`src/rtl/usb_txn_sequencer.sv`:
```
// Device-side USB transaction sequencer: token check, data/handshake phases, per-endpoint toggles.
// Optional endpoint halt/STALL support is enabled by defining USB_STALL_EN.
module usb_txn_sequencer #(
    parameter int NUM_EP      = 4,
    parameter int TIMEOUT_CYC = 16
) (
    input  logic              clk,
    input  logic              rst,
    input  logic [6:0]        dev_addr,
    input  logic [23:0]       token,
    input  logic              token_valid,
    input  logic [7:0]        rx_pid,
    input  logic              rx_valid,
    input  logic              rx_crc_ok,
    input  logic              ep_rx_ready,
    input  logic              ep_tx_ready,
    input  logic              tx_done,
`ifdef USB_STALL_EN
    input  logic [NUM_EP-1:0] ep_halt,
`endif
    output logic [7:0]        tx_pid,
    output logic              tx_valid,
    output logic              tx_data,
    output logic [3:0]        ep_sel,
    output logic              ep_write,
    output logic              ep_read_ack,
    output logic              setup_rx,
    output logic              busy,
    output logic              err_crc
);
    localparam int EPW   = (NUM_EP > 1) ? $clog2(NUM_EP) : 1;
    localparam int CNT_W = $clog2(TIMEOUT_CYC);

    localparam logic [7:0] PID_OUT   = 8'hE1;
    localparam logic [7:0] PID_IN    = 8'h69;
    localparam logic [7:0] PID_SETUP = 8'h2D;
    localparam logic [7:0] PID_DATA0 = 8'hC3;
    localparam logic [7:0] PID_DATA1 = 8'h4B;
    localparam logic [7:0] PID_ACK   = 8'hD2;
    localparam logic [7:0] PID_NAK   = 8'h5A;
`ifdef USB_STALL_EN
    localparam logic [7:0] PID_STALL = 8'h1E;
`endif

    localparam logic [2:0] S_IDLE      = 3'd0;
    localparam logic [2:0] S_TOK_CHK   = 3'd1;
    localparam logic [2:0] S_WAIT_DATA = 3'd2;
    localparam logic [2:0] S_SEND_HS   = 3'd3;
    localparam logic [2:0] S_SEND_DATA = 3'd4;
    localparam logic [2:0] S_WAIT_HS   = 3'd5;

    logic [2:0]       state;
    logic [23:0]      tok_reg;
    logic             is_setup;
    logic [CNT_W-1:0] cnt;
    logic [NUM_EP-1:0] rx_tog;
    logic [NUM_EP-1:0] tx_tog;

    logic [7:0]     tok_pid;
    logic [3:0]     tok_endp;
    logic [EPW-1:0] tidx;
    logic [EPW-1:0] cidx;
    logic           crc_bad;
    logic           tok_match;
    logic           timed_out;
    logic           halt_tok;
    logic           halt_cur;

    // Serial MSB-first LFSR, x^5+x^2+1, zero init: matches CRC5_D11 with crc=0.
    function automatic logic [4:0] crc5_d11(input logic [10:0] d);
        logic [4:0] c;
        c = 5'b0;
        for (int i = 10; i >= 0; i--) begin
            if (d[i] ^ c[4])
                c = {c[3:0], 1'b0} ^ 5'b00101;
            else
                c = {c[3:0], 1'b0};
        end
        return c;
    endfunction

    assign tok_pid   = tok_reg[23:16];
    assign tok_endp  = tok_reg[8:5];
    assign tidx      = tok_reg[5 +: EPW];
    assign cidx      = ep_sel[EPW-1:0];
    assign crc_bad   = crc5_d11(tok_reg[15:5]) != tok_reg[4:0];
    assign tok_match = (tok_pid[7:4] == ~tok_pid[3:0]) && (tok_reg[15:9] == dev_addr)
                       && ({1'b0, tok_endp} < 5'(NUM_EP));
    assign timed_out = (cnt == CNT_W'(TIMEOUT_CYC - 1));

`ifdef USB_STALL_EN
    assign halt_tok = ep_halt[tidx];
    assign halt_cur = ep_halt[cidx];
`else
    assign halt_tok = 1'b0;
    assign halt_cur = 1'b0;
`endif

    assign tx_valid = (state == S_SEND_HS) || (state == S_SEND_DATA);
    assign tx_data  = (state == S_SEND_DATA);
    assign busy     = (state != S_IDLE);

    always_ff @(posedge clk) begin
        if (rst) begin
            state       <= S_IDLE;
            tok_reg     <= '0;
            is_setup    <= 1'b0;
            cnt         <= '0;
            rx_tog      <= '0;
            tx_tog      <= '0;
            tx_pid      <= '0;
            ep_sel      <= '0;
            ep_write    <= 1'b0;
            ep_read_ack <= 1'b0;
            setup_rx    <= 1'b0;
            err_crc     <= 1'b0;
        end else begin
            ep_write    <= 1'b0;
            ep_read_ack <= 1'b0;
            setup_rx    <= 1'b0;
            err_crc     <= 1'b0;
            case (state)
                S_IDLE: begin
                    if (token_valid) begin
                        tok_reg <= token;
                        state   <= S_TOK_CHK;
                    end
                end
                S_TOK_CHK: begin
                    if (crc_bad) begin
                        err_crc <= 1'b1;
                        state   <= S_IDLE;
                    end else if (!tok_match) begin
                        state <= S_IDLE;
                    end else begin
                        case (tok_pid)
                            PID_SETUP: begin
                                ep_sel       <= tok_endp;
                                is_setup     <= 1'b1;
                                rx_tog[tidx] <= 1'b0;
                                tx_tog[tidx] <= 1'b1;
                                cnt          <= '0;
                                state        <= S_WAIT_DATA;
                            end
                            PID_OUT: begin
                                ep_sel   <= tok_endp;
                                is_setup <= 1'b0;
                                cnt      <= '0;
                                state    <= S_WAIT_DATA;
                            end
                            PID_IN: begin
                                ep_sel <= tok_endp;
                                if (halt_tok) begin
`ifdef USB_STALL_EN
                                    tx_pid <= PID_STALL;
`endif
                                    state  <= S_SEND_HS;
                                end else if (ep_tx_ready) begin
                                    tx_pid <= tx_tog[tidx] ? PID_DATA1 : PID_DATA0;
                                    state  <= S_SEND_DATA;
                                end else begin
                                    tx_pid <= PID_NAK;
                                    state  <= S_SEND_HS;
                                end
                            end
                            default: state <= S_IDLE;
                        endcase
                    end
                end
                // A data packet that arrives on the expiry cycle is still honoured.
                S_WAIT_DATA: begin
                    if (rx_valid) begin
                        if (rx_pid != PID_DATA0 && rx_pid != PID_DATA1) begin
                            state <= S_IDLE;
                        end else if (!rx_crc_ok) begin
                            err_crc <= 1'b1;
                            state   <= S_IDLE;
                        end else if (!is_setup && halt_cur) begin
`ifdef USB_STALL_EN
                            tx_pid <= PID_STALL;
`endif
                            state  <= S_SEND_HS;
                        end else if (!is_setup && !ep_rx_ready) begin
                            tx_pid <= PID_NAK;
                            state  <= S_SEND_HS;
                        end else if ((rx_pid == PID_DATA1) != rx_tog[cidx]) begin
                            tx_pid <= PID_ACK;
                            state  <= S_SEND_HS;
                        end else begin
                            ep_write     <= 1'b1;
                            setup_rx     <= is_setup;
                            rx_tog[cidx] <= ~rx_tog[cidx];
                            tx_pid       <= PID_ACK;
                            state        <= S_SEND_HS;
                        end
                    end else if (timed_out) begin
                        state <= S_IDLE;
                    end else begin
                        cnt <= cnt + 1'b1;
                    end
                end
                S_SEND_HS: begin
                    if (tx_done)
                        state <= S_IDLE;
                end
                S_SEND_DATA: begin
                    if (tx_done) begin
                        cnt   <= '0;
                        state <= S_WAIT_HS;
                    end
                end
                S_WAIT_HS: begin
                    if (rx_valid) begin
                        if (rx_pid == PID_ACK) begin
                            ep_read_ack  <= 1'b1;
                            tx_tog[cidx] <= ~tx_tog[cidx];
                        end
                        state <= S_IDLE;
                    end else if (timed_out) begin
                        state <= S_IDLE;
                    end else begin
                        cnt <= cnt + 1'b1;
                    end
                end
                default: state <= S_IDLE;
            endcase
        end
    end
endmodule

```
`config.mk`:
```
export PLATFORM = sky130hd
export DESIGN_NAME = usb_txn_sequencer
export DESIGN_NICKNAME = d
export VERILOG_FILES = /design/src/rtl/usb_txn_sequencer.sv
export SDC_FILE = /design/constraint.sdc
export NUM_CORES = 1
export LEC_CHECK = 0
export ABC_CLOCK_PERIOD_IN_PS = 6000
export BUFFER_PORTS_ARGS = -buffer_cell sky130_fd_sc_hd__buf_2
export CORE_UTILIZATION = 50
export DETAILED_ROUTE_END_ITERATION = 6
export PLACE_DENSITY = 0.74
export SLEW_MARGIN = 30
export SYNTH_ARGS = -nofsm -noshare
export SYNTH_HDL_FRONTEND = slang
export SYNTH_SLANG_ARGS = --single-unit
export TNS_END_PERCENT = 5
```
`constraint.sdc`:
```
create_clock -name clk -period 6 [get_ports clk]
set_clock_uncertainty 0.2 [all_clocks]
set_input_delay 0.3 -clock clk [delete_from_list [all_inputs] [get_ports clk]]
set_output_delay 0.3 -clock clk [all_outputs]
set_load 0.02 [all_outputs]
```
## After elaboration in Yosys (flattened, before gate mapping)

Cells that the tools add are included.

- Bits in registers: 56
- Latch bits: 0
- RAM bits: 0
- Memory bits (read-only): 0
- Output and inout bits: 19
- Word-level logic and storage cells: 188
- Memories: 0

- Add/sub/neg operators: 1
- Multipliers: 0
- Divide/modulo/power cells: 0
- Order comparisons: 5
- Eq/ne operators: 34
- Shift operators: 0
- Mux-type cells: 76
- Bitwise logic cells: 31
- Reduce and logical (&&, ||, !) cells: 29

Operators with widths:

| kind | count |
|---|---|
| 4-bit 2-to-1 mux | 19 |
| 8-bit 2-to-1 mux | 9 |
| 3-bit 2-to-1 mux | 20 |
| 2-bit != test (second input constant) | 16 |
| 2-bit NOT | 10 |
| 3-bit case mux with 6 select lines | 1 |
| 8-bit by 7-bit equality test with 1-bit output (second input constant) | 2 |
| 8-bit equality test (second input constant) | 2 |
| 4-bit case mux with 2 select lines | 2 |
| 8-bit case mux with 2 select lines | 1 |
| 7-bit AND reduction | 2 |
| 4-bit case mux with 3 select lines | 1 |
| 1-bit 2-to-1 mux | 11 |
| 9-bit AND reduction | 1 |
| 4-bit bitwise mux | 2 |
| 8-bit by 6-bit equality test with 1-bit output (second input constant) | 1 |
| 8-bit by 7-bit != test with 1-bit output (second input constant) | 1 |
| 8-bit != test (second input constant) | 1 |
| 4-bit NOT | 2 |
| 4-bit AND reduction | 2 |
| 1-bit bitwise XOR | 8 |
| 7-bit equality test | 1 |
| 1-bit NOT | 7 |
| 7-bit OR reduction | 1 |
| 32 further kinds | 53 |

## Longest topological paths before layout

- Depth after elaboration: 24
- Depth in mapped cells: 8
- Mapped depth without buffers: 6

## Least setup slack after synthesis

No wires, ideal clock.

- Kind: register to register
- From: register ep_sel[0]
- To: register rx_tog[0]
- Arrival time: 2.329 ns
- Data required time: 5.679 ns
- Slack: 3.351 ns
- Stages on the path, launching flop included: 7
- Buffers on the path: 1
- Path through: dfxtp_1 > clkbuf_1 > mux4_2 > xnor2_1 > o21ai_0 > a221oi_4 > mux2_2

- Word-level cells in the longest chain between the ends: 11
- Elaborated cells between the ends (all ways): 18
- Classes of those cells: order compare (2); eq/ne (2); mux (11); bitwise (1); reduce/logical (2)

RTL lines:

| what | line | text |
|---|---|---|
| start, declared | 24 | `output logic [3:0] ep_sel,` |
| start signal, assigned | 138 | `ep_sel <= tok_endp;` |
| start signal, assigned | 146 | `ep_sel <= tok_endp;` |
| start signal, assigned | 152 | `ep_sel <= tok_endp;` |
| 2-bit by 3-bit less-than comparator with 1-bit output (implied by the code) / 2-bit by 1-bit greater-or-equal comparator with 1-bit output (equally long branches) | 192 | `rx_tog[cidx] <= ~rx_tog[cidx];` |
| 1-bit logical AND (implied by the code) | 192 |  |
| 1-bit 2-to-1 mux (implied by the code) | 192 |  |
| 1-bit demux with 2-bit select | 192 |  |
| 4-bit bitwise mux | 192 |  |
| 4-bit 2-to-1 mux | 186 | `end else if ((rx_pid == PID_DATA1) != rx_tog[cidx]) begin` |
| 4-bit 2-to-1 mux | 183 | `end else if (!is_setup && !ep_rx_ready) begin` |
| 4-bit 2-to-1 mux | 175 | `end else if (!rx_crc_ok) begin` |
| 4-bit 2-to-1 mux | 173 | `if (rx_pid != PID_DATA0 && rx_pid != PID_DATA1) begin` |
| 4-bit 2-to-1 mux | 172 | `if (rx_valid) begin` |
| 4-bit case mux with 2 select lines | 122 | `case (state)` |
| end signal, assigned by index | 192 |  |
| end, declared | 56 | `logic [NUM_EP-1:0] rx_tog;` |

Parallel ways exist; a longest one is shown, timed or not. The select of a mux whose other input is x is not followed.
A chain may end at the register's enable or synchronous reset.

## Final worst setup path

- From: register state[1]
- To: register rx_tog[2]

- Word-level cells in the longest chain between the ends: 3
- Elaborated cells between the ends (all ways): 13
- Classes of those cells: eq/ne (10); mux (1); reduce/logical (2)

RTL lines:

| what | line | text |
|---|---|---|
| start, declared | 52 | `logic [2:0] state;` |
| start signal, assigned | 105 | `state <= S_IDLE;` |
| start signal, assigned | 126 | `state <= S_TOK_CHK;` |
| start signal, assigned | 132 | `state <= S_IDLE;` |
| 3-bit by 1-bit equality test with 1-bit output / 3-bit by 2-bit equality test with 1-bit output (equally long branches) | 122 |  |
| 2-bit by 1-bit != test with 1-bit output (no line), or another cell as far along | -- |  |
| 9-bit AND reduction (no line) | -- |  |

Parallel ways exist; a longest one is shown, timed or not.

==> summary.md <==
| Metric | Value |
|---|---|
| Yosys cell types | `60` |
| GPL Wtd Cong | `0.806` |
| Async set-reset flop share out of synthesis | `0` |
| Placed cell area | `3420 sq um` |
| CTS resizes | `0` |
| FF-to-FF setup slack | `3.05 ns` |
| Post-synthesis register bit count | `53` |
| Synth warnings | `0` |
| Busiest layer in global routing | `met2` |
| Io pins | `66` |
| Maximum vdd drop | `0.000109 V` |
| Largest fanout on the critical path | `14` |
| Power Density | `207 nW/um^2` |
| Synthesis-to-layout area growth | `14.3%` |
| P_leak | `1.35 nW` |
| CTS tree | `built` |
| Critical path arrival | `2.96 ns` |
| Global-route wire length before repair | `11600 um` |
| Hpwl dp | `5260 um` |
| DR vias/cell | `5.54` |
| Count leader, synth | `nand2_1` |
| Synth top area share | `0.344` |
| Setup Viol. Count Final | `0` |
| Initial antenna violation count | `0` |
| Synth top area cells | `dfxtp_1 (34%), nand2_1 (7.9%), a21oi_1 (6.7%)` |
| Sequential share of the synthesized area | `0.344` |
| Die area | `6480 sq um` |
| Setup repair bufs after CTS | `0` |
| Worst setup SP type | `register` |
| Reg2reg end | `rx_tog[2]` |
| GRT met1 Usage | `0.288` |
| Slew @ Worst Pin | `0.908 ns` |
| Layout cells sized above 1 | `0.204` |
| Worst slew margin | `0.390` |
| Worst Setup End Kind | `register` |
| DR DRC count | `0` |
| Max reg flops | `24` |
| Buffers on Ports | `63` |
| R2r worst-path depth | `5` |
| Layout Nets | `474` |
| Gate Count Post-Synth | `378` |
| Final Cycle Share | `0.492` |
| F_max | `339 MHz` |
| GRT Total Usage | `0.231` |
| DR pass1 iterations | `4` |
| Number of synthesized flops with an enable pin | `0` |
| H-tree depth | `2` |
| Core box area | `5920 sq um` |
| CP Data Required Time | `6.00 ns` |
| Met2 global-route usage | `0.403` |
| Hold path endpoint | `tok_reg[10]` |
| Clk_lat worst skew | `0.31 ns` |
| CTS max path bufs | `2` |
| Mapped Area | `3080 sq um` |
| RSZ-0062 raised after global routing | `no` |
| Design area | `3520 sq um` |
| CTS root buf | `clkbuf_8` |
| Clock Pin Slew Worst Setup and Hold Paths | `0.10 ns` |
| Diodes inserted | `0` |
| Post-route ant nets | `0` |
| Iteration-0 DRC Markers | `171` |
| Via Count | `2779` |
| Max Cap Violations | `0` |
| Final Hold Fails | `0` |
| Run status | `finished, final reports clean` |
| # rows | `28` |
| Top cells by count, synth | `nand2_1 (65), dfxtp_1 (53), a21oi_1 (41), clkbuf_1 (20), xnor2_1 (20)` |
| Total Routed Length | `6920 um` |
| Overall die width | `80.5 um` |
| Routed len/inst | `13.8 um` |
| Number of CTS-inserted buffers | `5` |
| Cell depth of the worst hold path | `3` |
| Largest net degree at the start of global routing | `34` |
| Vias in the first global route | `2593` |
| Crit path kind | `register to register` |
| M3 GR Usage | `0.0398` |
| Grt ovf | `0` |
| Max-slew violation total from the final report | `0` |
| Reg2reg start | `state[1]` |
| CTS sink cnt | `53` |
| Initial Util | `0.520` |
| Tmin final | `2.95 ns` |
| Syn Area/Cell | `8.15 sq um` |
| Overall Power | `729 uW` |
| Area leader, netlist | `dfxtp_1` |
| Die Y | `80.5 um` |
| Main flop type after synthesis | `dfxtp_1` |
| FILL cells | `565` |
| Hold Path Class | `input port to register` |
| Fin Setup TNS | `0 ns` |
| Hold_sp | `token[10]` |
| # hold bufs at CTS | `0` |
worst max-delay path by stage:
stage	from	endpoint	slack (ns)
floorplan	ep_sel[0]	rx_tog[0]	3.35
global placement	state[1]	rx_tog[1]	3.23
detailed placement	state[1]	rx_tog[2]	3.11
CTS	state[1]	rx_tog[2]	3.07
global route	state[1]	rx_tog[2]	2.89
finish	state[1]	rx_tog[2]	3.05
cell families (layout without fill, tap and decap cells):
logic type | after synthesis | count (layout) | synth area share
AND/OR/NAND/NOR | 158 | 158 | 0.257
other | 1 | 2 | 0.00122
multiplexers | 12 | 12 | 0.0536
XOR/XNOR | 32 | 32 | 0.105
flip-flops | 53 | 53 | 0.344
buffers and inverters | 35 | 83 | 0.0467
AO/OA/AOI/OAI | 86 | 86 | 0.188
adder cells (fa/ha/maj) | 1 | 1 | 0.00406
metal layers:
metal  routed length (um)  vias to the layer above
li1                     -                     1422
met1                 3170                     1275
met2                 3340                       71
met3                  293                       11
met4                  115                        0
met5                    0                        -
worst max-delay path: stages (launching register included):
cell and delay [ns]:
dfxtp_1 0.56, nor2b_1 0.38, nor2b_1 0.59, nand2_1 0.32, a221oi_4 0.43, mux2_1 0.37
per-stage QoR:
step	hold slack [ns]	util	instances	setup slack, ns
2_1_floorplan	0.236	-	379	3.35
4_1_cts	0.00911	0.595	502	3.07
3_3_place_gp	0.258	0.573	493	3.23
5_1_grt	0.00877	0.595	502	2.89
6_report	0.0205	0.595	502	3.05
3_5_place_dp	0.261	0.578	494	3.11
where the power goes:
part           internal [mW]  switching [mW]
Combinational         0.0595          0.0710
Sequential             0.363          0.0150
Clock                  0.105           0.116
cell usage in the layout, fill, tap and decap left out, types with 4 or more instances in the layout:
cell type	netlist	layout
nor2_1	16	16
buf_2	1	63
xor2_1	9	9
dfxtp_1	53	53
o21ai_0	12	12
nand3_1	6	6
a211oi_1	4	4
a21oi_1	41	41
nor2b_1	9	9
nand2_1	65	65
xnor2_1	20	20
inv_1	11	11
mux2_2	5	5
nor4_1	4	4
clkbuf_8	0	7
nand2b_1	12	12
nor3_1	15	15
nor3b_1	6	6
nand4_1	9	9
area by class of cell:
type	count	area [sq um]	share of cell area
repair buffers	64	343	0.0974
well taps	75	93.8	0.0267
clock inverters	1	5.00	0.00142
multi-input cells	291	1880	0.534
clock buffers	7	96.3	0.0274
flip-flops and latches	53	1060	0.301
inverters	11	41.3	0.0117
No activity file was read; power rests on OpenSTA's default activity.
